File: src/rtl/alarm_sequencer.sv
// alarm_sequencer: arm/disarm control, near-distance qualification and alarm beep/cooldown sequencing.
module alarm_sequencer #(
    parameter int THRESH      = 100,
    parameter int CONFIRM     = 4,
    parameter int EXIT_TICKS  = 1000,
    parameter int BEEP_ON     = 50,
    parameter int BEEP_OFF    = 50,
    parameter int ALARM_TICKS = 5000,
    parameter int COOL_TICKS  = 500,
    parameter int TW          = 16
) (
    input  logic       CLK,
    input  logic       RST,
    input  logic       tick,
    input  logic       arm,
    input  logic       disarm,
    input  logic       dist_valid,
    input  logic [7:0] distance,
    output logic       snd_en,
    output logic       armed,
    output logic       alarm,
    output logic [2:0] state
);
    typedef enum logic [2:0] {
        DISARMED = 3'd0,
        ARMING   = 3'd1,
        ARMED    = 3'd2,
        ALARM    = 3'd3,
        COOLDOWN = 3'd4
    } state_t;

    localparam int CW = $clog2(CONFIRM + 1);
    localparam logic [8:0]    TH      = 9'(THRESH);
    localparam logic [CW-1:0] CONF    = CW'(CONFIRM);
    localparam logic [TW-1:0] EXIT_T  = TW'(EXIT_TICKS);
    localparam logic [TW-1:0] ON_T    = TW'(BEEP_ON);
    localparam logic [TW-1:0] OFF_T   = TW'(BEEP_OFF);
    localparam logic [TW-1:0] ALARM_T = TW'(ALARM_TICKS);
    localparam logic [TW-1:0] COOL_T  = TW'(COOL_TICKS);

    state_t        cur, nxt;
    logic [TW-1:0] timer, timer_n, beep, beep_n;
    logic [CW-1:0] count, count_n;
    logic          phase, phase_n, snd_n, near;

    assign near  = {1'b0, distance} < TH;
    assign state = cur;

    always_ff @(posedge CLK) begin
        if (!RST) begin
            cur    <= DISARMED;
            timer  <= '0;
            beep   <= '0;
            count  <= '0;
            phase  <= 1'b0;
            snd_en <= 1'b0;
            armed  <= 1'b0;
            alarm  <= 1'b0;
        end else begin
            cur    <= nxt;
            timer  <= timer_n;
            beep   <= beep_n;
            count  <= count_n;
            phase  <= phase_n;
            snd_en <= snd_n;
            armed  <= (nxt == ARMED) || (nxt == ALARM) || (nxt == COOLDOWN);
            alarm  <= nxt == ALARM;
        end
    end

    always_comb begin
        nxt     = cur;
        timer_n = timer;
        beep_n  = beep;
        count_n = count;
        phase_n = phase;
        snd_n   = 1'b0;
        case (cur)
            DISARMED: if (arm) begin
                nxt     = ARMING;
                timer_n = '0;
            end
            ARMING: if (tick) begin
                timer_n = timer + 1'b1;
                if (timer_n == EXIT_T) begin
                    nxt     = ARMED;
                    timer_n = '0;
                    count_n = '0;
                end
            end
            ARMED: if (dist_valid) begin
                count_n = near ? count + 1'b1 : '0;
                if (near && count_n == CONF) begin
                    nxt     = ALARM;
                    timer_n = '0;
                    beep_n  = '0;
                    phase_n = 1'b1;
                    snd_n   = 1'b1;
                end
            end
            ALARM: begin
                snd_n = phase;
                if (tick) begin
                    timer_n = timer + 1'b1;
                    beep_n  = beep + 1'b1;
                    // phase flips on the tick that completes the current half-period
                    if (beep_n == (phase ? ON_T : OFF_T)) begin
                        phase_n = !phase;
                        beep_n  = '0;
                    end
                    snd_n = phase_n;
                    if (timer_n == ALARM_T) begin
                        nxt     = COOLDOWN;
                        timer_n = '0;
                        snd_n   = 1'b0;
                    end
                end
            end
            COOLDOWN: if (tick) begin
                timer_n = timer + 1'b1;
                if (timer_n == COOL_T) begin
                    nxt     = ARMED;
                    timer_n = '0;
                    count_n = '0;
                end
            end
            default: nxt = DISARMED;
        endcase
        if (disarm) begin
            nxt     = DISARMED;
            timer_n = '0;
            beep_n  = '0;
            count_n = '0;
            phase_n = 1'b0;
            snd_n   = 1'b0;
        end
    end
endmodule

File: config.mk
export PLATFORM = sky130hd
export DESIGN_NAME = alarm_sequencer
export DESIGN_NICKNAME = d
export VERILOG_FILES = /design/src/rtl/alarm_sequencer.sv
export SDC_FILE = /design/constraint.sdc
export NUM_CORES = 1
export LEC_CHECK = 0
export CORE_ASPECT_RATIO = 1.4
export CORE_UTILIZATION = 25
export DETAILED_ROUTE_END_ITERATION = 16
export GPL_TIMING_DRIVEN = 0
export PLACE_DENSITY = 0.44
export SLEW_MARGIN = 10
export SYNTH_ARGS = -nofsm -noshare
export SYNTH_HDL_FRONTEND = slang
export SYNTH_SLANG_ARGS = --single-unit
File: constraint.sdc
create_clock -name CLK -period 3.5 [get_ports CLK]
set_input_delay 0.7 -clock CLK [delete_from_list [all_inputs] [get_ports CLK]]
set_output_delay 0.7 -clock CLK [all_outputs]
set_load 0.02 [all_outputs]
==> results of run 1 <==
logic make-up after synthesis:
group                    count (synthesis)
adder cells (fa/ha/maj)                  4
buffers and inverters                   29
flip-flops                              42
AND/OR/NAND/NOR                        172
multiplexers                             3
XOR/XNOR                                19
AO/OA/AOI/OAI                           76
power groups by stage:
stage          Sequential, mW  Clock, mW  Combinational [mW]
2_1_floorplan           0.491          0              0.0238
3_3_place_gp            0.490          0              0.0487
3_5_place_dp            0.490          0              0.0487
4_1_cts                 0.479      0.492              0.0491
5_1_grt                 0.479      0.510              0.0532
6_report                0.480      0.473              0.0486
layout make-up:
cell class,instances,area (um2),share of cell area (%)
Multi-Input combinational cell,274,1760,54.0
Sequential cell,42,841,25.8
Clock buffer,7,143,4.37
Buffer,20,131,4.02
Inverter,9,33.8,1.03
Tap cell,141,176,5.40
Clock inverter,1,5.00,0.153
Timing Repair Buffer,17,170,5.21
synthesized netlist by cell type (6+ instances only):
cell / count
a21oi_1: 18
a22o_1: 7
buf_2: 6
clkbuf_1: 6
dfxtp_1: 42
inv_1: 9
nand2_1: 35
nand3_1: 18
nand4_1: 8
nor2_1: 37
nor3_1: 11
o21ai_0: 13
or3_1: 7
xnor2_1: 9
xor2_1: 10
flip-flops by register name, summed over array words and instances (netlist names):
name and flops:
beep 16, alarm 1, timer 16, state 3, armed 1, count 3
snd_en 1, phase 1
worst reg2reg max path, cell delays in order, from the launching register on:
cell and delay, ps:
dfxtp_1 490, ha_1 350, nand4_1 260, nor4_1 350, xor2_1 170, a21o_2 270, nor4_2 290, o21ai_2 140
or4_1 480, a21oi_1 160
through the flow:
| step | area, um2 | setup slack [ps] |
|---|---|---|
| final | 3260 | 356 |
| after floorplan | 2760 | 775 |
| after global placement | 3110 | -309 |
| after global routing | 3260 | 101 |
| after detailed placement | 3110 | -338 |
| after CTS | 3260 | 103 |
layer usage:
metal  up-vias  part of all wire [%]
li1       1312                     -
met1      1155                    43
met2        25                    54
met3         8                   1.7
met4         0                   1.7
met5         -                     0
repair_timing:
item / CTS / global route
endpoints found under the setup margin: 1 / 1
pin swaps: 0 / 0
hold endpoints to repair: 0 / 0
gates cloned: 0 / 0
gates resized for setup: 1 / 2
final timing paths:
kind	end	start	depth (start not counted)
worst max register to register	count[2]$_SDFFE_PP0P_	timer[0]$_SDFFE_PP0P_	9
worst min register to register	count[1]$_SDFFE_PP0P_	count[1]$_SDFFE_PP0P_	2
worst max-delay path	timer[15]$_SDFFE_PP0P_	distance[4]	8
worst min-delay path	count[1]$_SDFFE_PP0P_	count[1]$_SDFFE_PP0P_	2
placed cells by master (no fill, tap or decap), types with 5 or more instances in the layout:
cell type / count
dfxtp_1: 42
nor2_1: 37
nand2_1: 35
nand3_1: 18
a21oi_1: 18
clkdlybuf4s50_1: 17
o21ai_0: 13
nor3_1: 11
xor2_1: 10
inv_1: 9
xnor2_1: 9
nand4_1: 8
or3_1: 7
a22o_1: 7
clkbuf_1: 6
buf_2: 6
nor4_1: 5
nand3b_1: 5
a21o_1: 5
clkbuf_16: 5
==> summary.txt, run 1 <==
Outcome
  • Status: complete, no violations

GRT
  • Largest net degree at the start of global routing: 13
  • Met3 Resource Use GR: 1.98%
  • Grt peak-use layer: met2
  • M2 GR Usage: 24.9%
  • GRT Overall Usage: 12.9%
  • Grt ovf: 0
  • Grt met1 use: 14.0%
  • Initial antenna violation count: 0
  • Global-route wire length before repair: 12.0 mm
  • Number of global-route vias before repair: 2,511

Synthesis
  • Adder and majority gate portion of the synthesized area: 1.81%
  • Largest family of logic cells by synthesized area: simple AND/OR/NAND/NOR gates
  • Ys flop type: dfxtp_1
  • Yosys reg bits: 42
  • Register area share after synthesis: 30.4%
  • Synthesis Warnings: 0
  • Top cells by area, synth: dfxtp_1, nor2_1, nand2_1
  • EDFF count, synth: 0
  • Area fraction in compound gates after synthesis: 19.1%
  • Post-synthesis xor/xnor area fraction: 6.02%
  • Synth top area share: 30.4%
  • Distinct cell type count after synthesis: 71
  • Syn Nets: 363
  • Post-Synth Simple-Gate Area: 35.6%
  • Avg Inst Size Synth: 8.01 um2
  • Synth async-reset ratio: 0%
  • Mapped Cells: 345
  • Mux share of post-synthesis cell area: 1.09%
  • Synthesized area: 0.00276 mm2
  • Leading area contributor after synthesis: dfxtp_1

Die
  • I/O pins: 20
  • Die W: 90.8 um
  • Die area: 0.0115 mm2
  • Core Rows: 45
  • Core area: 0.0108 mm2
  • Starting Density: 25.6%
  • Die Y: 126 um

STA
  • Hold Fails Final Rpt: 0
  • Final Max Tran Viols: 0
  • Relative slew slack: 53.5%
  • Fin crit period: 3140 ps
  • Final setup vio count: 0
  • Final period util: 89.8%
  • Clk_skew: 6.90 ps
  • Fin Hold WS: 471 ps
  • Max Clk Rate: 318 MHz
  • Slew @ Worst Pin: 697 ps
  • Sum Neg Setup Slack: 0 ps
  • RSZ-0062 raised after global routing: no

Routing
  • Vias: 2,500
  • DR iter-0 viols: 60
  • Drt via density: 4.89
  • Initial DRT Pass Iterations: 4
  • DRC: 0
  • Final WL: 7.10 mm
  • WL/cell: 13.9 um
  • Routed Antenna Nets: 0

Critical path
  • Crit-path cells: clkdlybuf4s50_1 -> o311ai_0 -> nor4b_2 -> a31oi_1 -> o31ai_1 -> clkbuf_2 -> nor2_1 -> a221o_1
  • Crit Path Class: input port to flip-flop
  • Max stage delay on crit path: 460 ps
  • Startpoint types: input port
  • Critical Path Fanout Max: 10
  • Reg2Reg Setup Slack: 460 ps
  • Crit path arrival time: 3320 ps
  • Crit path max-delay cell type: o311ai_0
  • CP Data Required Time: 3670 ps
  • Critical path buffers and inverters: 2
  • Crit path max-delay family: compound AO/OA/AOI/OAI gates
  • Crit. End Element: flip-flop

Clock tree
  • Clk slew on worst S/H paths: 60 ps
  • CTS root buffer: clkbuf_16
  • Clock buffer depth: 2
  • Num CTS Buffers: 5
  • Post-CTS Setup Bufs: 0
  • CTS Sinks: 42
  • Post-CTS Hold Fix Bufs: 0
  • CTS tree: yes
  • Clock latency on the worst-skew pair: 280 ps
  • H-tree depth: 2

Placed design
  • # port buffers: 17
  • Final GP Congestion: 0.780
  • Detail Placement HPWL: 5.41 mm
  • Placed Cells: 503

Cells and area
  • Post-layout net count: 387
  • Final core utilization: 30.2%
  • Antenna diodes: 0
  • Fill count: 1,222
  • Share of cells above drive strength 1: 12.4%
  • Layout area overhead: 18.2%
  • Finished Layout Cells: 511

Power and ir drop
  • Logic gate share of total power: 4.9%
  • Internal power: 0.784 mW
  • Worst VDD drop: 0.000173 V
  • NetSw: 0.217 mW
  • Clock network fraction of design power: 47.2%
  • Total power: 1.00 mW
  • Leak: 1.10 nW
  • Sequential power share: 47.9%
  • Pwr Density: 307 mW/mm2
  • Sw Ratio: 21.7%

Run
  • Max Cap Viol: 0

Min path
  • Hold crit path type: flip-flop to flip-flop
Power figures use the tool's default switching activity.
==> inputs of run 2 (changes only) <==
CAP_MARGIN = 20   (was default)
==> results of run 2 <==
No change in the layout: final DEF, timing and power equal those of run 1.
==> inputs of run 3 (changes only) <==
ABC_AREA = 1   (was default)
PLACE_DENSITY = 0.43   (was 0.44)
==> summary.txt, run 3 <==
Routing
  • Final WL: 8.34 mm (+17%)
  • DRC: 0 (unchanged)
  • Vias: 2,988 (+20%)
  • Routed Antenna Nets: 0 (unchanged)
  • WL/cell: 13.0 um (-6.7%)
  • Initial DRT Pass Iterations: 5 (+1)
  • DR iter-0 viols: 126 (+110%)
  • Drt via density: 4.65 (-5.0%)

GRT
  • Number of global-route vias before repair: 2,848 (+13%)
  • Grt peak-use layer: met2
  • Largest net degree at the start of global routing: 15 (+2)
  • Grt ovf: 0 (unchanged)
  • M2 GR Usage: 27.1% (+2.3 points)
  • GRT Overall Usage: 14.5% (+1.6 points)
  • Met3 Resource Use GR: 2.08% (+0.10 points)
  • Grt met1 use: 16.1% (+2.0 points)
  • Initial antenna violation count: 0 (unchanged)
  • Global-route wire length before repair: 13.9 mm (+16%)

Synthesis
  • Synth top area share: 28.2% (-2.2 points)
  • Avg Inst Size Synth: 6.27 um2 (-22%)
  • Most frequent cell after synthesis: nand2_1
  • Synth async-reset ratio: 0% (unchanged)
  • Mapped Cells: 475 (+38%)
  • Yosys reg bits: 42 (unchanged)
  • Leading area contributor after synthesis: dfxtp_1
  • Synthesis Warnings: 0 (unchanged)
  • Ys flop type: dfxtp_1
  • Syn Nets: 493 (+36%)
  • Synthesized area: 0.00298 mm2 (+7.7%)
  • Distinct cell type count after synthesis: 37 (-48%)
  • EDFF count, synth: 0 (unchanged)
  • Top cells by area, synth: dfxtp_1, nand2_1, inv_1
  • Top cells by count, synth: nand2_1, inv_1, dfxtp_1
  • Register area share after synthesis: 28.2% (-2.2 points)

Die
  • Die W: 94.2 um (+3.7%)
  • Core Rows: 46 (+2.2%)
  • Die Y: 131 um (+3.7%)
  • Starting Density: 26.0% (+0.43 points)
  • Die area: 0.0124 mm2 (+7.6%)
  • Core area: 0.0115 mm2 (+5.9%)
  • I/O pins: 20 (unchanged)

STA
  • Final setup vio count: 0 (unchanged)
  • RSZ-0062 raised after global routing: no
  • Max Clk Rate: 368 MHz (+16%)
  • Hold Fails Final Rpt: 0 (unchanged)
  • Fin crit period: 2720 ps (-428 ps)
  • Slew @ Worst Pin: 826 ps (+129 ps)
  • Final Max Tran Viols: 0 (unchanged)
  • Relative slew slack: 44.9% (-8.6 points)
  • Final period util: 77.6% (-12 points)
  • Fin Hold WS: 452 ps (-19.7 ps)
  • Clk_skew: 8.51 ps (+1.61 ps)
  • Sum Neg Setup Slack: 0 ps (unchanged)

Cells and area
  • Commonest non-fill, non-tap cell in the layout: nand2_1
  • Post-route cell area: 0.00349 mm2 (+6.8%)
  • Share of cells above drive strength 1: 10.4% (-2.0 points)
  • Commonest non-fill, non-tap cells in the layout: nand2_1, inv_1, dfxtp_1
  • Post-layout net count: 516 (+33%)
  • Antenna diodes: 0 (unchanged)
  • Final core utilization: 30.4% (+0.25 points)
  • Layout area overhead: 17.1%
  • Largest regs: beep: 16 flops, timer: 16 flops

Critical path
  • Crit path arrival time: 2930 ps (-390 ps)
  • Startpoint types: input port
  • Critical Path Fanout Max: 10 (unchanged)
  • Max stage delay on crit path: 390 ps (-70 ps)
  • Crit path max-delay cell type: clkdlybuf4s50_1
  • Crit. End Element: flip-flop
  • Crit-path cells: clkdlybuf4s50_1 -> nor3_1 -> o21bai_1 -> a21oi_1 -> nand3_1 -> nand2_1 -> nand2_1 -> a31oi_2 -> buf_4 -> nand3_2 -> a21oi_2
  • Reg2Reg Setup Slack: 1020 ps (+560 ps)
  • Most used cell, CP: nand2_1
  • Reg2reg end: timer[11]$_SDFFE_PP0P_
  • Worst-case reg-to-reg path depth: 15 (+6)
  • CP Data Required Time: 3710 ps (+40 ps)
  • Crit path max-delay family: compound AO/OA/AOI/OAI gates
  • R2r startpoint: timer[0]$_SDFFE_PP0P_
  • Critical path buffers and inverters: 2 (unchanged)
  • Crit Path Class: input port to flip-flop

Min path
  • Hold Path Depth: 2 (unchanged)
  • Endpoint, Worst Hold: count[1]$_SDFFE_PP0P_
  • Worst Hold Launch: count[1]$_SDFFE_PP0P_
  • Hold crit path type: flip-flop to flip-flop

Clock tree
  • Post-CTS Resized: 0 (-1)
  • CTS tree: yes
  • Post-CTS Hold Fix Bufs: 0 (unchanged)
  • Num CTS Buffers: 5 (unchanged)
  • Post-CTS Setup Bufs: 0 (unchanged)
  • CTS root buffer: clkbuf_16
  • Clock buffer depth: 2 (unchanged)
  • Clock latency on the worst-skew pair: 290 ps (about the same)
  • H-tree depth: 2 (unchanged)
  • Clk slew on worst S/H paths: 60 ps (about the same)
  • CTS Sinks: 42 (unchanged)

Power and ir drop
  • Leak: 1.28 nW (+16%)
  • Worst VDD drop: 0.000188 V (+8.3%)
  • Pwr Density: 312 mW/mm2 (+1.6%)

Outcome
  • Status: complete, no violations

Placed design
  • Detail Placement HPWL: 6.67 mm (+23%)
  • # port buffers: 16 (-1)
  • Final GP Congestion: 0.907 (+16%)
  • DP Area: 0.00332 mm2 (+6.7%)

Run
  • Max Cap Viol: 0 (unchanged)
==> run 3: cell types whose count changed in the layout (fill, tap and decap cells not counted), sizes merged, moves of 7 or more <==
cell   change
nor2       +8
a22o       -7
a21oi     +25
inv       +58
nand2    +115
nand3     +24
buf        -8
or3        -7
xnor2      -8
==> run 3: area by class of cell <==
type / count / area [um2]
fill: 1269 / 7970
multi-input combinational: 356 / 1830
sequential: 42 / 841
inverter: 68 / 255
tap: 144 / 180
timing repair buffer: 16 / 160
clock buffer: 5 / 125
buffer: 9 / 46.3
clock inverter: 3 / 45.0
==> run 3: worst reg2reg max path, stage by stage (launching register included) <==
cell	delay, ps
dfxtp_1	380
ha_1	240
nand2_1	100
nor2_2	250
nand3_1	120
nand2_1	70
nand2_1	80
nor2_1	200
nand2_1	130
nor2_4	160
nand2_1	100
nand2_2	90
nand3_4	100
buf_6	180
nand3_2	80
a21oi_2	50
==> run 3: per-stage QoR <==
| stage | worst slack (ps) | std cells | power [mW] |
|---|---|---|---|
| 6_report | 784 | 643 | 1.09 |
| 5_1_grt | 436 | 643 | 1.13 |
| 4_1_cts | 726 | 643 | 1.11 |
| 3_3_place_gp | 449 | 635 | 0.555 |
| 3_5_place_dp | 429 | 635 | 0.555 |
| 2_1_floorplan | 1310 | 475 | 0.527 |
==> run 3: worst max path at each step <==
stage,from,to,depth (start not counted)
6_report,distance[4],timer[11]$_SDFFE_PP0P_,11
2_1_floorplan,distance[4],timer[3]$_SDFFE_PP0P_,10
3_5_place_dp,distance[4],timer[11]$_SDFFE_PP0P_,11
3_3_place_gp,distance[4],timer[3]$_SDFFE_PP0P_,11
5_1_grt,distance[2],timer[11]$_SDFFE_PP0P_,11
4_1_cts,distance[4],timer[11]$_SDFFE_PP0P_,11
==> run 3: per-layer routing <==
| layer | part of all wire [%] | wire length, um |
|---|---|---|
| met4 | 1.3 | 107 |
| met5 | 0 | 0 |
| met2 | 54 | 4530 |
| met1 | 42 | 3470 |
| met3 | 2.7 | 228 |
==> run 3: power by group <==
group	leakage (nW)	total, mW	internal (mW)	switching (mW)
logic	0.869	0.0622	0.0222	0.0399
registers	0.338	0.481	0.479	0.00160
clock network	0.0760	0.543	0.337	0.207
total	1.28	1.09	0.838	0.248
==> run 3: kinds of logic (layout without fill, tap and decap cells) <==
family / Yosys count / after routing / synth area share [%]
buf+inv: 77 / 101 / 10.1
xor+xnor: 6 / 6 / 1.77
compound gates: 66 / 66 / 13.6
flops: 42 / 42 / 28.2
fa+ha+maj: 4 / 4 / 1.68
simple gates: 280 / 280 / 44.6
